`src/rtl/conv2_pkg.sv`:
```
// Shared widths for the conv layer-2 processing elements.
package conv2_pkg;

    localparam int IFMAP_W = 8;
    localparam int WGT_W   = 8;
    localparam int PSUM_W  = 20;
    localparam int TAPS    = 3;
    localparam int PROD_W  = IFMAP_W + WGT_W;

endpackage

```
`src/rtl/pe_conv2_tapline.sv`:
```
// TAPS-deep feature-map shift register; taps[0] is the newest sample.
module pe_conv2_tapline #(
    parameter int W     = 8,
    parameter int DEPTH = 3
) (
    input  logic                     clk,
    input  logic                     rst_n,
    input  logic                     en,
    input  logic [W-1:0]             din,
    output logic [DEPTH-1:0][W-1:0]  taps
);

    always_ff @(posedge clk) begin
        if (!rst_n) begin
            taps <= '0;
        end else if (en) begin
            taps[0] <= din;
            for (int unsigned i = 1; i < DEPTH; i++) begin
                taps[i] <= taps[i-1];
            end
        end
    end

endmodule

```
`src/rtl/pe_conv2_mac3.sv`:
```
// Three-tap MAC processing element: psum_out <= psum_in + sum(tap_i * w_i), wrapping.
module pe_conv2_mac3
    import conv2_pkg::*;
#(
    parameter int IFMAP_W = conv2_pkg::IFMAP_W,
    parameter int WGT_W   = conv2_pkg::WGT_W,
    parameter int PSUM_W  = conv2_pkg::PSUM_W,
    parameter int TAPS    = conv2_pkg::TAPS
) (
    input  logic                     clk,
    input  logic                     rst_n,
    input  logic                     en,
    input  logic [TAPS*WGT_W-1:0]    filtr_in,
    input  logic [IFMAP_W-1:0]       ifmap_shift_in,
    input  logic [PSUM_W-1:0]        psum_in,
    output logic [TAPS*WGT_W-1:0]    filtr_out,
    output logic [IFMAP_W-1:0]       ifmap_shift_out,
    output logic [PSUM_W-1:0]        psum_out
);

    localparam int MUL_W = IFMAP_W + WGT_W;

    logic [TAPS-1:0][IFMAP_W-1:0] taps;
    logic signed [MUL_W-1:0]      prod [TAPS];
    logic signed [PSUM_W-1:0]     sum;

    pe_conv2_tapline #(
        .W     (IFMAP_W),
        .DEPTH (TAPS)
    ) u_tapline (
        .clk   (clk),
        .rst_n (rst_n),
        .en    (en),
        .din   (ifmap_shift_in),
        .taps  (taps)
    );

    assign ifmap_shift_out = taps[0];

    // Products come from the pre-edge taps, so tap0 is the sample from the previous enabled edge.
    always_comb begin
        sum = $signed(psum_in);
        for (int unsigned i = 0; i < TAPS; i++) begin
            prod[i] = $signed(taps[i]) * $signed(filtr_in[i*WGT_W +: WGT_W]);
            sum     = sum + PSUM_W'(prod[i]);
        end
    end

    always_ff @(posedge clk) begin
        if (!rst_n) begin
            psum_out  <= '0;
            filtr_out <= '0;
        end else if (en) begin
            psum_out  <= sum;
            filtr_out <= filtr_in;
        end
    end

endmodule

```
`config.mk`:
```
export PLATFORM = sky130hd
export DESIGN_NAME = pe_conv2_mac3
export DESIGN_NICKNAME = d
export VERILOG_FILES = /design/src/rtl/conv2_pkg.sv /design/src/rtl/pe_conv2_tapline.sv /design/src/rtl/pe_conv2_mac3.sv
export SDC_FILE = /design/constraint.sdc
export NUM_CORES = 1
export LEC_CHECK = 0
export ABC_AREA = 1
export BUFFER_PORTS_ARGS = -buffer_cell sky130_fd_sc_hd__buf_4
export CAP_MARGIN = 20
export CORE_MARGIN = 5
export CORE_UTILIZATION = 49
export DETAILED_ROUTE_END_ITERATION = 8
export GPL_ROUTABILITY_DRIVEN = 0
export PLACE_DENSITY = 0.66
export SLEW_MARGIN = 20
export SYNTH_ARGS = -nofsm -noshare
export SYNTH_HDL_FRONTEND = slang
export SYNTH_SLANG_ARGS = --single-unit
```
`constraint.sdc`:
```
create_clock -name clk -period 9.6 [get_ports clk]
set_input_delay 1.44 -clock clk [delete_from_list [all_inputs] [get_ports clk]]
set_output_delay 1.44 -clock clk [all_outputs]
set_load 0.01 [all_outputs]
```
* After elaboration in Yosys (flattened, before gate mapping) *
Cells that the tools add are included.
Widths: inputs -> output; s select.

cells by class
  $add $sub $neg = 3
  multiply operators = 3

operators with widths
  operator        number
  $add 20x16->20  3
  $mul 8x8->16    3

storage, ports and cells
  register bits after elaboration = 68
  input bits = 55
  output and inout bits = 52
  logic and storage cells = 11

* Logic depth before layout (Yosys ltp) *
Gate-level depths: netlist (run 1).

  word-level depth = 4
  mapped depth = 28
  depth with buffers taken out = 27

* By module *
From an unflattened synthesis (run 1), not the netlist that was laid out.

second synthesis, totals
  cell total of the unflattened synthesis = 1553
  area total of the unflattened synthesis = 12306.8 µm²

by module, submodules not included
  module            instances  cells an instance  area each (µm²)  sequential area each (µm²)
  pe_conv2_mac3     1          1402               11325.9          880.8
  pe_conv2_tapline  1          151                980.9            480.5

* Least setup slack after synthesis (run 1) *
Ideal clock, no wire load.

  path type = in2reg
  start point = in filtr_in[19]
  end point = reg psum_out[19]
  setup time = 0.109 ns
  arrival = 6.728 ns
  required time = 9.491 ns
  setup slack = 2.763 ns
  stages on the path = 23
  buffers on the path = 1
  cell sequence = clkbuf_1 > nand2_1 > fa_1 > inv_1 > fa_1 > inv_1 > fa_1 > fa_1 > inv_1 > fa_1 > fa_1 > inv_1 > fa_1 > inv_1 > ha_1 > a21oi_1 > nand2_1 > a21oi_1 > nand3_1 > nand2_1 > nand3_1 > nand2_1 > inv_1

between the ends
  longest elaborated chain between the ends = 2

RTL lines
  item                  line                 RTL
  start, declared       pe_conv2_mac3.sv:13  input logic [TAPS*WGT_W-1:0] filtr_in,
  $mul 8x8->16          pe_conv2_mac3.sv:44  prod[i] = $signed(taps[i]) * $signed(filtr_in[i*WGT_W +: WGT_W]);
  $add 20x16->20        pe_conv2_mac3.sv:45  sum = sum + PSUM_W'(prod[i]);
  end signal, assigned  pe_conv2_mac3.sv:54  psum_out <= sum;
  end, declared         pe_conv2_mac3.sv:18  output logic [PSUM_W-1:0] psum_out

No other way between the ends.
A chain may end at the register's enable or synchronous reset.

* Worst setup path after layout (run 1) *
  start point = in filtr_in[23]
  end point = reg psum_out[16]

The elaborated chain is that of the path after synthesis.

==> results.sh, run 1 <==
export IMPL_status="finished, final reports clean"
export IMPL_cts_root_buf="clkbuf_16"
export IMPL_nets=1986
export IMPL_critPathKind="in2reg"
export IMPL_cpMostUsedCell="fa_1"
export IMPL_gr_total_overflow=0
export IMPL_cp_top_family="adder cells"
export IMPL_post_route_period_util_pct=73.5
export IMPL_std_cell_rows=58
export IMPL_antenna_found_initial=0
export IMPL_hold_viol=0
export IMPL_crit_buf_inv=8
export IMPL_slowest_delay_ns=0.52
export IMPL_dpl_cell_area_um2=13200
export IMPL_ys_async_sr_fraction_pct=0
export IMPL_syn_num_nets=1944
export IMPL_grt_max_degree=82
export IMPL_worst_slew_pin_slew_ns=0.827
export IMPL_max_freq_mhz=142
export IMPL_ant_nets=0
export IMPL_clock_sinks=68
export IMPL_diodes=0
export IMPL_tritoncts="done"
export IMPL_crit_chain="buf_4 -> clkinv_1 -> or2_2 -> fa_1 -> inv_1 -> fa_1 -> inv_1 -> fa_1 -> fa_1 -> inv_1 -> fa_1 -> fa_1 -> inv_1 -> fa_1 -> inv_1 -> ha_1 -> a21oi_1 -> o21ai_0 -> a21oi_1 -> nand2_1 -> nand2_1 -> nand3_1 -> nand2_1 -> inv_1"
export IMPL_ios=107
export IMPL_critPathLaunchType="input pin"
export IMPL_rsz0062_at_grt="false"
export IMPL_numCtsBuffers=9
export IMPL_clock_latency_ns=0.35
export IMPL_relSlewSlack_pct=44.9
export IMPL_syn_area_um2=12300
export IMPL_worst_path_max_fanout=10
export IMPL_fin_tns_setup_ns=0
export IMPL_fin_crit_ns=7.05
export IMPL_finalClockSkew_ns=0.00951
export IMPL_postCtsSetupBuffers=0
export IMPL_start_util_pct=49.2
export IMPL_vias=9279
export IMPL_wl_per_cell_um=15.0
export IMPL_avgSynthCellArea_um2=8.02
export IMPL_grt_pass1_wl_um=48800
export IMPL_initialDrtViolationCount=556
export IMPL_drt_first_pass_iters=5
export IMPL_port_buffers=106
export IMPL_synth_warnings=0
export IMPL_dpl_hpwl_um=24100
export IMPL_drc_errors=0
export IMPL_die_y_um=168
export IMPL_clk_pin_slew_ns=0.07
export IMPL_synth_seq_cells=68
export IMPL_cts_resized=0
export IMPL_timing_hold_ws_ns=0.491
export IMPL_grtUsageTotal_pct=21.5
export IMPL_cp_arrival_ns=7.31
export IMPL_htreeDepth=3
export IMPL_finalWirelength_um=28700
export IMPL_synthDistinctLibCells=31
export IMPL_cp_end_kind="flop"
export IMPL_synthFlopType="dfxtp_1"
export IMPL_synth_edf_count=0
export IMPL_netlist_instances=1532
export IMPL_cp_slowest_cell="fa_1"
export IMPL_final_layout_size_suffix_gt1_share_pct=9.31
export IMPL_cts_hold_buf=0
export IMPL_vias_per_cell=4.86
export IMPL_core_um2=25000
export IMPL_dieArea_um2=28300
export IMPL_drv_cap=0
export IMPL_hold_path_class="reg2reg"
export IMPL_required_ns=9.86
export IMPL_cts_buffer_depth=2
export IMPL_setup_ws_ns=2.55
export IMPL_yosysSeqAreaShare_pct=11.1
export IMPL_die_w_um=168
export IMPL_stdcell_area_um2=13500
export IMPL_drv_slew=0
export IMPL_area_delta_synth_final_pct=9.68
export IMPL_post_place_ws_ns=2.21
export IMPL_grt_pass1_vias=9805
export IMPL_setup_viol_count_final=0
## metal layers
layer  part of all wire [%]  wire length, µm  global-route usage (%)  up-vias
met3                    6.3             1790                    3.55       31
met2                     50            14400                    37.1      266
met5                      0                0                       0        -
met1                     41            11800                    28.2     4570
met4                    2.1              612                    6.00        0
li1                       -                -                       -     4412
## worst reg2reg max path, stage by stage, from the launching register on
cell and delay, ns:
dfxtp_1 0.63, nand2_1 0.26, fa_1 0.70, inv_1 0.18, fa_1 0.55, fa_1 0.45, fa_1 0.60, fa_1 0.44
fa_1 0.49, inv_1 0.05, fa_1 0.49, inv_1 0.06, ha_1 0.34, a21oi_1 0.31, o21ai_0 0.18, a21oi_1 0.22
nand2_1 0.08, nand2_1 0.06, nand3_1 0.07, nand2_1 0.10, inv_1 0.04
## layout by cell type, fill, tap and decap left out, types with 2 or more instances in the layout
master | synthesis | routed
nand3_1 | 36 | 36
nand2_1 | 267 | 267
dfxtp_1 | 68 | 68
o21ai_0 | 64 | 64
nor2_1 | 157 | 157
clkinv_4 | 0 | 2
a21oi_2 | 2 | 2
ha_1 | 97 | 97
nor2_2 | 3 | 3
nand3_2 | 4 | 4
nand2_2 | 3 | 3
buf_4 | 10 | 107
clkinv_1 | 3 | 4
fa_1 | 260 | 260
or2_2 | 8 | 8
inv_6 | 0 | 3
clkbuf_16 | 0 | 9
a21o_1 | 3 | 3
o21bai_1 | 2 | 2
inv_1 | 447 | 446
inv_2 | 2 | 2
xor2_1 | 8 | 8
a21oi_1 | 14 | 14
## layout make-up
class | instances | area [µm²]
Fill cell | 2384 | 11500
Multi-Input combinational cell | 936 | 8900
Inverter | 452 | 1700
Sequential cell | 68 | 1360
Timing Repair Buffer | 107 | 803
Tap cell | 330 | 413
Clock buffer | 9 | 225
Clock inverter | 7 | 81.3
## logic make-up (layout without fill, tap and decap cells)
kind of cell               count (synthesis)  count (layout)  synth area share, %
DFF                                       68              68                 11.1
buffers and inverters                    528             575                 16.5
xor gates and xnor gates                   9               9                0.642
and+or+nand+nor                          483             483                 15.7
adders and majority gates                357             357                 52.2
AOI/OAI and AO/OA                         87              87                 3.79
## stage by stage
step	std cells	util [%]
floorplan	1532	-
global placement	1893	52.8
detailed placement	1893	52.8
CTS	1909	54.0
global route	1909	54.0
finish	1909	54.0
## flip-flops by register name, indices dropped and copies added (netlist names)
| signal | count |
|---|---|
| filtr_out | 24 |
| u_tapline.taps | 24 |
| psum_out | 20 |
## cell usage after synthesis, types with 2 or more instances
master	n	area, µm²
nand3_2	4	40.0
clkbuf_1	58	218
nand2_1	267	1000
nor2_2	3	18.8
nand2_2	3	18.8
o21ai_0	64	320
inv_2	2	7.51
fa_1	260	5200
a21oi_1	14	70.1
clkinv_1	3	11.3
buf_4	10	75.1
xor2_1	8	70.1
a21oi_2	2	17.5
nand3_1	36	180
o21bai_1	2	15.0
buf_2	7	35.0
nor2_1	157	589
a21o_1	3	22.5
or2_2	8	50.1
inv_1	447	1680
ha_1	97	1210
dfxtp_1	68	1360
## final timing paths
kind / slack [ns] / cells past startpoint / endpoint / startpoint
max: 2.55 / 24 / psum_out[16] / filtr_in[23]
min: 0.49 / 2 / psum_out[14] / psum_out[14]
max reg2reg: 3.20 / 20 / psum_out[16] / u_tapline.taps[15]
min reg2reg: 0.49 / 2 / psum_out[14] / psum_out[14]
Power of run 1 is not shown: default switching activity piles up to over one toggle a cycle in this logic, so the estimate is an artifact.
==> run 2, diff against run 1 <==
Clock period 9.6 ns to 7.1 ns, I/O delays scaled along.
==> run 2 against run 1 <==
Against the previous run:
- critical path type unchanged
- worst setup slack got worse by 2.1 ns
- utilization rose by 0.24 points
- clock skew rose by 0.0033 ns
- cell count rose by 0.42%
- sequential cell count did not move
- global-route usage rose by 0.35 points
==> results.sh, run 2 (same netlist as run 1, synthesis figures left out) <==
export IMPL_worst_path_max_fanout=10
export IMPL_ant_nets=0
export IMPL_finalWirelength_um=29000
export IMPL_hold_path_class="reg2reg"
export IMPL_vias_per_cell=4.88
export IMPL_std_cell_rows=58
export IMPL_cts_hold_buf=0
export IMPL_drt_first_pass_iters=5
export IMPL_worst_slew_pin_slew_ns=0.834
export IMPL_final_layout_size_suffix_gt1_share_pct=9.77
export IMPL_htreeDepth=3
export IMPL_relSlewSlack_pct=44.4
export IMPL_port_buffers=106
export IMPL_fin_tns_setup_ns=0
export IMPL_clock_latency_ns=0.35
export IMPL_dieArea_um2=28300
export IMPL_vias=9359
export IMPL_cts_resized=0
export IMPL_fin_crit_ns=6.60
export IMPL_setup_viol_count_final=0
export IMPL_nets=1994
export IMPL_diodes=0
export IMPL_grtUsageTotal_pct=21.9
export IMPL_nFillCells=2411
export IMPL_clock_sinks=68
export IMPL_critPathLaunchType="input pin"
export IMPL_cp_top_family="adder cells"
export IMPL_finalClockSkew_ns=0.0128
export IMPL_numCtsBuffers=9
export IMPL_layout_common_cells="inv_1 (446), nand2_1 (267), fa_1 (260), nor2_1 (157), buf_4 (115)"
export IMPL_die_w_um=168
export IMPL_crit_buf_inv=8
export IMPL_initialDrtViolationCount=555
export IMPL_regArea_um2=1360
export IMPL_tritoncts="done"
export IMPL_cp_slowest_cell="fa_1"
export IMPL_critPathKind="in2reg"
export IMPL_antenna_found_initial=0
export IMPL_slowest_delay_ns=0.54
export IMPL_start_util_pct=49.2
export IMPL_grt_pass1_vias=9974
export IMPL_drc_errors=0
export IMPL_rsz0062_at_grt="false"
export IMPL_postCtsSetupBuffers=0
export IMPL_post_route_period_util_pct=93.0
export IMPL_cp_end_kind="flop"
export IMPL_hold_viol=0
export IMPL_multiInputGateArea_um2=8900
export IMPL_wl_per_cell_um=15.1
export IMPL_cts_root_buf="clkbuf_16"
export IMPL_grt_max_degree=81
export IMPL_drv_slew=0
export IMPL_cp_arrival_ns=6.86
export IMPL_dpl_hpwl_um=24300
export IMPL_gr_total_overflow=0
export IMPL_drv_cap=0
export IMPL_final_common_cell="inv_1"
export IMPL_clk_pin_slew_ns=0.07
export IMPL_cpMostUsedCell="fa_1"
export IMPL_ios=107
export IMPL_grt_pass1_wl_um=49800
export IMPL_status="finished, final reports clean"
export IMPL_area_delta_synth_final_pct=10.2
export IMPL_reg_largest_list="filtr_out: 24 flops, u_tapline.taps: 24 flops, psum_out: 20 flops"
export IMPL_core_um2=25000
export IMPL_die_y_um=168
export IMPL_required_ns=7.36
export IMPL_max_freq_mhz=151
export IMPL_cts_buffer_depth=2
export IMPL_crit_chain="buf_4 -> clkinv_1 -> or2_2 -> fa_1 -> inv_1 -> fa_1 -> inv_1 -> fa_1 -> fa_1 -> inv_1 -> fa_1 -> fa_1 -> inv_1 -> fa_1 -> inv_1 -> ha_1 -> a21oi_1 -> o21ai_0 -> a21oi_1 -> nand2_1 -> nand2_1 -> nand3_1 -> nand2_1 -> inv_1"
## run 2: cell types whose count changed in the layout (fill, tap and decap cells not counted)
cell and delta:
buf_4 +8
## run 2: worst paths after layout
| kind | from | endpoint | slack [ns] | cells past startpoint |
|---|---|---|---|---|
| worst max-delay path | filtr_in[23] | psum_out[16] | 0.50 | 24 |
| worst min-delay path | psum_out[9] | psum_out[9] | 0.49 | 2 |
| worst max register to register | u_tapline.taps[23] | psum_out[16] | 0.79 | 22 |
| worst min register to register | psum_out[9] | psum_out[9] | 0.49 | 2 |
## run 2: routing by layer
metal / part of all wire [%] / global-route usage (%) / up-vias
met5: 0 / 0 / -
met4: 2.6 / 6.35 / 0
met3: 6.0 / 3.22 / 49
met2: 49 / 36.7 / 268
met1: 42 / 29.7 / 4627
li1: - / - / 4415
## run 2: tightest hold or removal path, stage by stage (launching register included)
cell and delay (ns):
dfxtp_1 0.34, o211ai_2 0.08, inv_2 0.04
## run 2: layout make-up
class	instances	area share (%)
clock buffer	9	1.66
clock inverter	7	0.601
inverter	452	12.5
multi-input combinational	936	65.7
sequential	68	10.1
tap	330	3.05
timing repair buffer	115	6.38
## run 2: stage by stage
step,area [µm²],instances,hold slack (ns),setup slack [ns],util [%]
floorplan,12300,1532,0.516,0.638,-
global placement,13200,1901,0.471,0.225,53.0
detailed placement,13200,1901,0.480,0.178,53.0
CTS,13500,1917,0.496,0.533,54.2
global route,13500,1917,0.515,0.183,54.2
finish,13500,1917,0.494,0.497,54.2
Power of run 2 is left out for the same reason.
==> run 3, diff against run 2 <==
Settings changed: CORE_MARGIN 5 to unset, MAX_ROUTING_LAYER set to met4.
==> run 3 against run 2 <==
Against the previous run:
- largest cell class unchanged
- count of clock-buffer cells in the layout is the same
- cell count shrank 0.37%
- routed wire length rose by 0.66%
- worst hold slack better by 0.0016 ns
- critical path depth did not move
- register-to-register slack gained 0.04 ns
- non-clock buffer count down 1
==> results.sh, run 3 (same netlist as run 1, synthesis figures left out) <==
export IMPL_status="finished, final reports clean"
export IMPL_cts_buffer_depth=2
export IMPL_reg2reg_depth=20
export IMPL_clock_sinks=68
export IMPL_nFillCells=2319
export IMPL_crit_chain="buf_4 -> clkinv_1 -> or2_2 -> fa_1 -> inv_1 -> fa_1 -> inv_1 -> fa_1 -> fa_1 -> inv_1 -> fa_1 -> fa_1 -> inv_1 -> fa_1 -> inv_1 -> ha_1 -> a21oi_1 -> o21ai_0 -> a21oi_1 -> nand2_1 -> nand2_1 -> nand3_1 -> nand2_1 -> inv_1"
export IMPL_worst_r2r_startpoint="u_tapline.taps[15]"
export IMPL_ant_nets=0
export IMPL_std_cell_rows=57
export IMPL_final_common_cell="inv_1"
export IMPL_numCtsBuffers=9
export IMPL_required_ns=7.36
export IMPL_wl_per_cell_um=15.3
export IMPL_finalClockSkew_ns=0.0131
export IMPL_rsz0062_at_grt="false"
export IMPL_initialDrtViolationCount=611
export IMPL_grt_pass1_wl_um=48000
export IMPL_grt_max_degree=82
export IMPL_cpMostUsedCell="fa_1"
export IMPL_post_route_period_util_pct=93.7
export IMPL_final_layout_size_suffix_gt1_share_pct=9.71
export IMPL_grt_pass1_vias=9411
export IMPL_cp_top_family="adder cells"
export IMPL_drc_errors=0
export IMPL_postCtsSetupBuffers=0
export IMPL_fin_crit_ns=6.66
export IMPL_area_delta_synth_final_pct=10.4
export IMPL_min_to="psum_out[9]"
export IMPL_start_util_pct=50.2
export IMPL_cp_end_kind="flop"
export IMPL_relSlewSlack_pct=43.8
export IMPL_port_buffers=106
export IMPL_fin_tns_setup_ns=0
export IMPL_layout_common_cells="inv_1 (447), nand2_1 (267), fa_1 (260), nor2_1 (157), buf_4 (114)"
export IMPL_cts_root_buf="clkbuf_16"
export IMPL_grtUsageTotal_pct=24.7
export IMPL_drt_first_pass_iters=5
export IMPL_slowest_delay_ns=0.52
export IMPL_drv_slew=0
export IMPL_die_y_um=160
export IMPL_htreeDepth=3
export IMPL_cp_slowest_cell="fa_1"
export IMPL_r2r_end="psum_out[18]"
export IMPL_worst_slew_pin_slew_ns=0.843
export IMPL_critPathKind="in2reg"
export IMPL_finalWirelength_um=29200
export IMPL_setup_viol_count_final=0
export IMPL_cts_hold_buf=0
export IMPL_core_um2=24500
export IMPL_tritoncts="done"
export IMPL_gr_total_overflow=0
export IMPL_die_w_um=160
export IMPL_cts_resized=0
export IMPL_worst_path_max_fanout=10
export IMPL_diodes=0
export IMPL_drv_cap=0
export IMPL_nets=1993
export IMPL_vias_per_cell=4.86
export IMPL_antenna_found_initial=0
export IMPL_reg_largest_list="filtr_out: 24 flops, u_tapline.taps: 24 flops, psum_out: 20 flops"
export IMPL_clock_latency_ns=0.36
export IMPL_cp_arrival_ns=6.92
export IMPL_max_freq_mhz=150
export IMPL_hold_path_class="reg2reg"
export IMPL_crit_buf_inv=8
export IMPL_dieArea_um2=25700
export IMPL_min_path_cells=2
export IMPL_post_place_ws_ns=0.123
export IMPL_ios=107
export IMPL_reg2reg_slack_ns=0.83
export IMPL_dpl_hpwl_um=24100
export IMPL_vias=9277
export IMPL_setup_ws_ns=0.444
export IMPL_hold_viol=0
export IMPL_critPathLaunchType="input pin"
export IMPL_holdCritStartpoint="psum_out[9]"
export IMPL_clk_pin_slew_ns=0.07
run 3: cell types whose count changed in the layout (fill, tap and decap cells not counted), sizes merged:
cell / delta
clkinv: -3
clkinvlp: +1
buf: -1
bufinv: +2
run 3: cell type report:
| cell class | count | area [µm²] | share of cell area, % |
|---|---|---|---|
| inverter | 452 | 1700 | 12.5 |
| tap | 324 | 405 | 2.99 |
| multi-input combinational | 936 | 8900 | 65.6 |
| sequential | 68 | 1360 | 10.0 |
| clock inverter | 7 | 123 | 0.904 |
| clock buffer | 9 | 225 | 1.66 |
| timing repair buffer | 114 | 856 | 6.31 |
run 3: per-stage QoR:
stage / utilization, % / cells / hold WS [ns] / area, µm²
final: 55.4 / 1910 / 0.496 / 13600
after global routing: 55.4 / 1910 / 0.528 / 13600
after CTS: 55.4 / 1910 / 0.501 / 13600
after floorplan: - / 1532 / 0.516 / 12300
after global placement: 54.0 / 1894 / 0.471 / 13200
after detailed placement: 54.0 / 1894 / 0.483 / 13200
run 3: tightest hold or removal path, delay by kind of cell (launching register included):
family / cells / cell delay, ns
AO/OA/AOI/OAI: 1 / 0.08
flip-flops: 1 / 0.35
buffers and inverters: 1 / 0.04
run 3: metal layers:
layer	part of all wire, %	global-route usage [%]
met2	49	40.9
met5	0	-
met3	5.3	2.61
met4	1.8	5.58
met1	43	32.9
run 3: worst max-delay path by stage:
stage,start,end,depth (start not counted)
after floorplan,filtr_in[19],psum_out[19],23
after global placement,filtr_in[23],psum_out[16],24
after detailed placement,filtr_in[23],psum_out[16],24
after CTS,filtr_in[23],psum_out[16],24
after global routing,filtr_in[23],psum_out[18],24
final,filtr_in[23],psum_out[18],24
Power of run 3 is left out for the same reason.
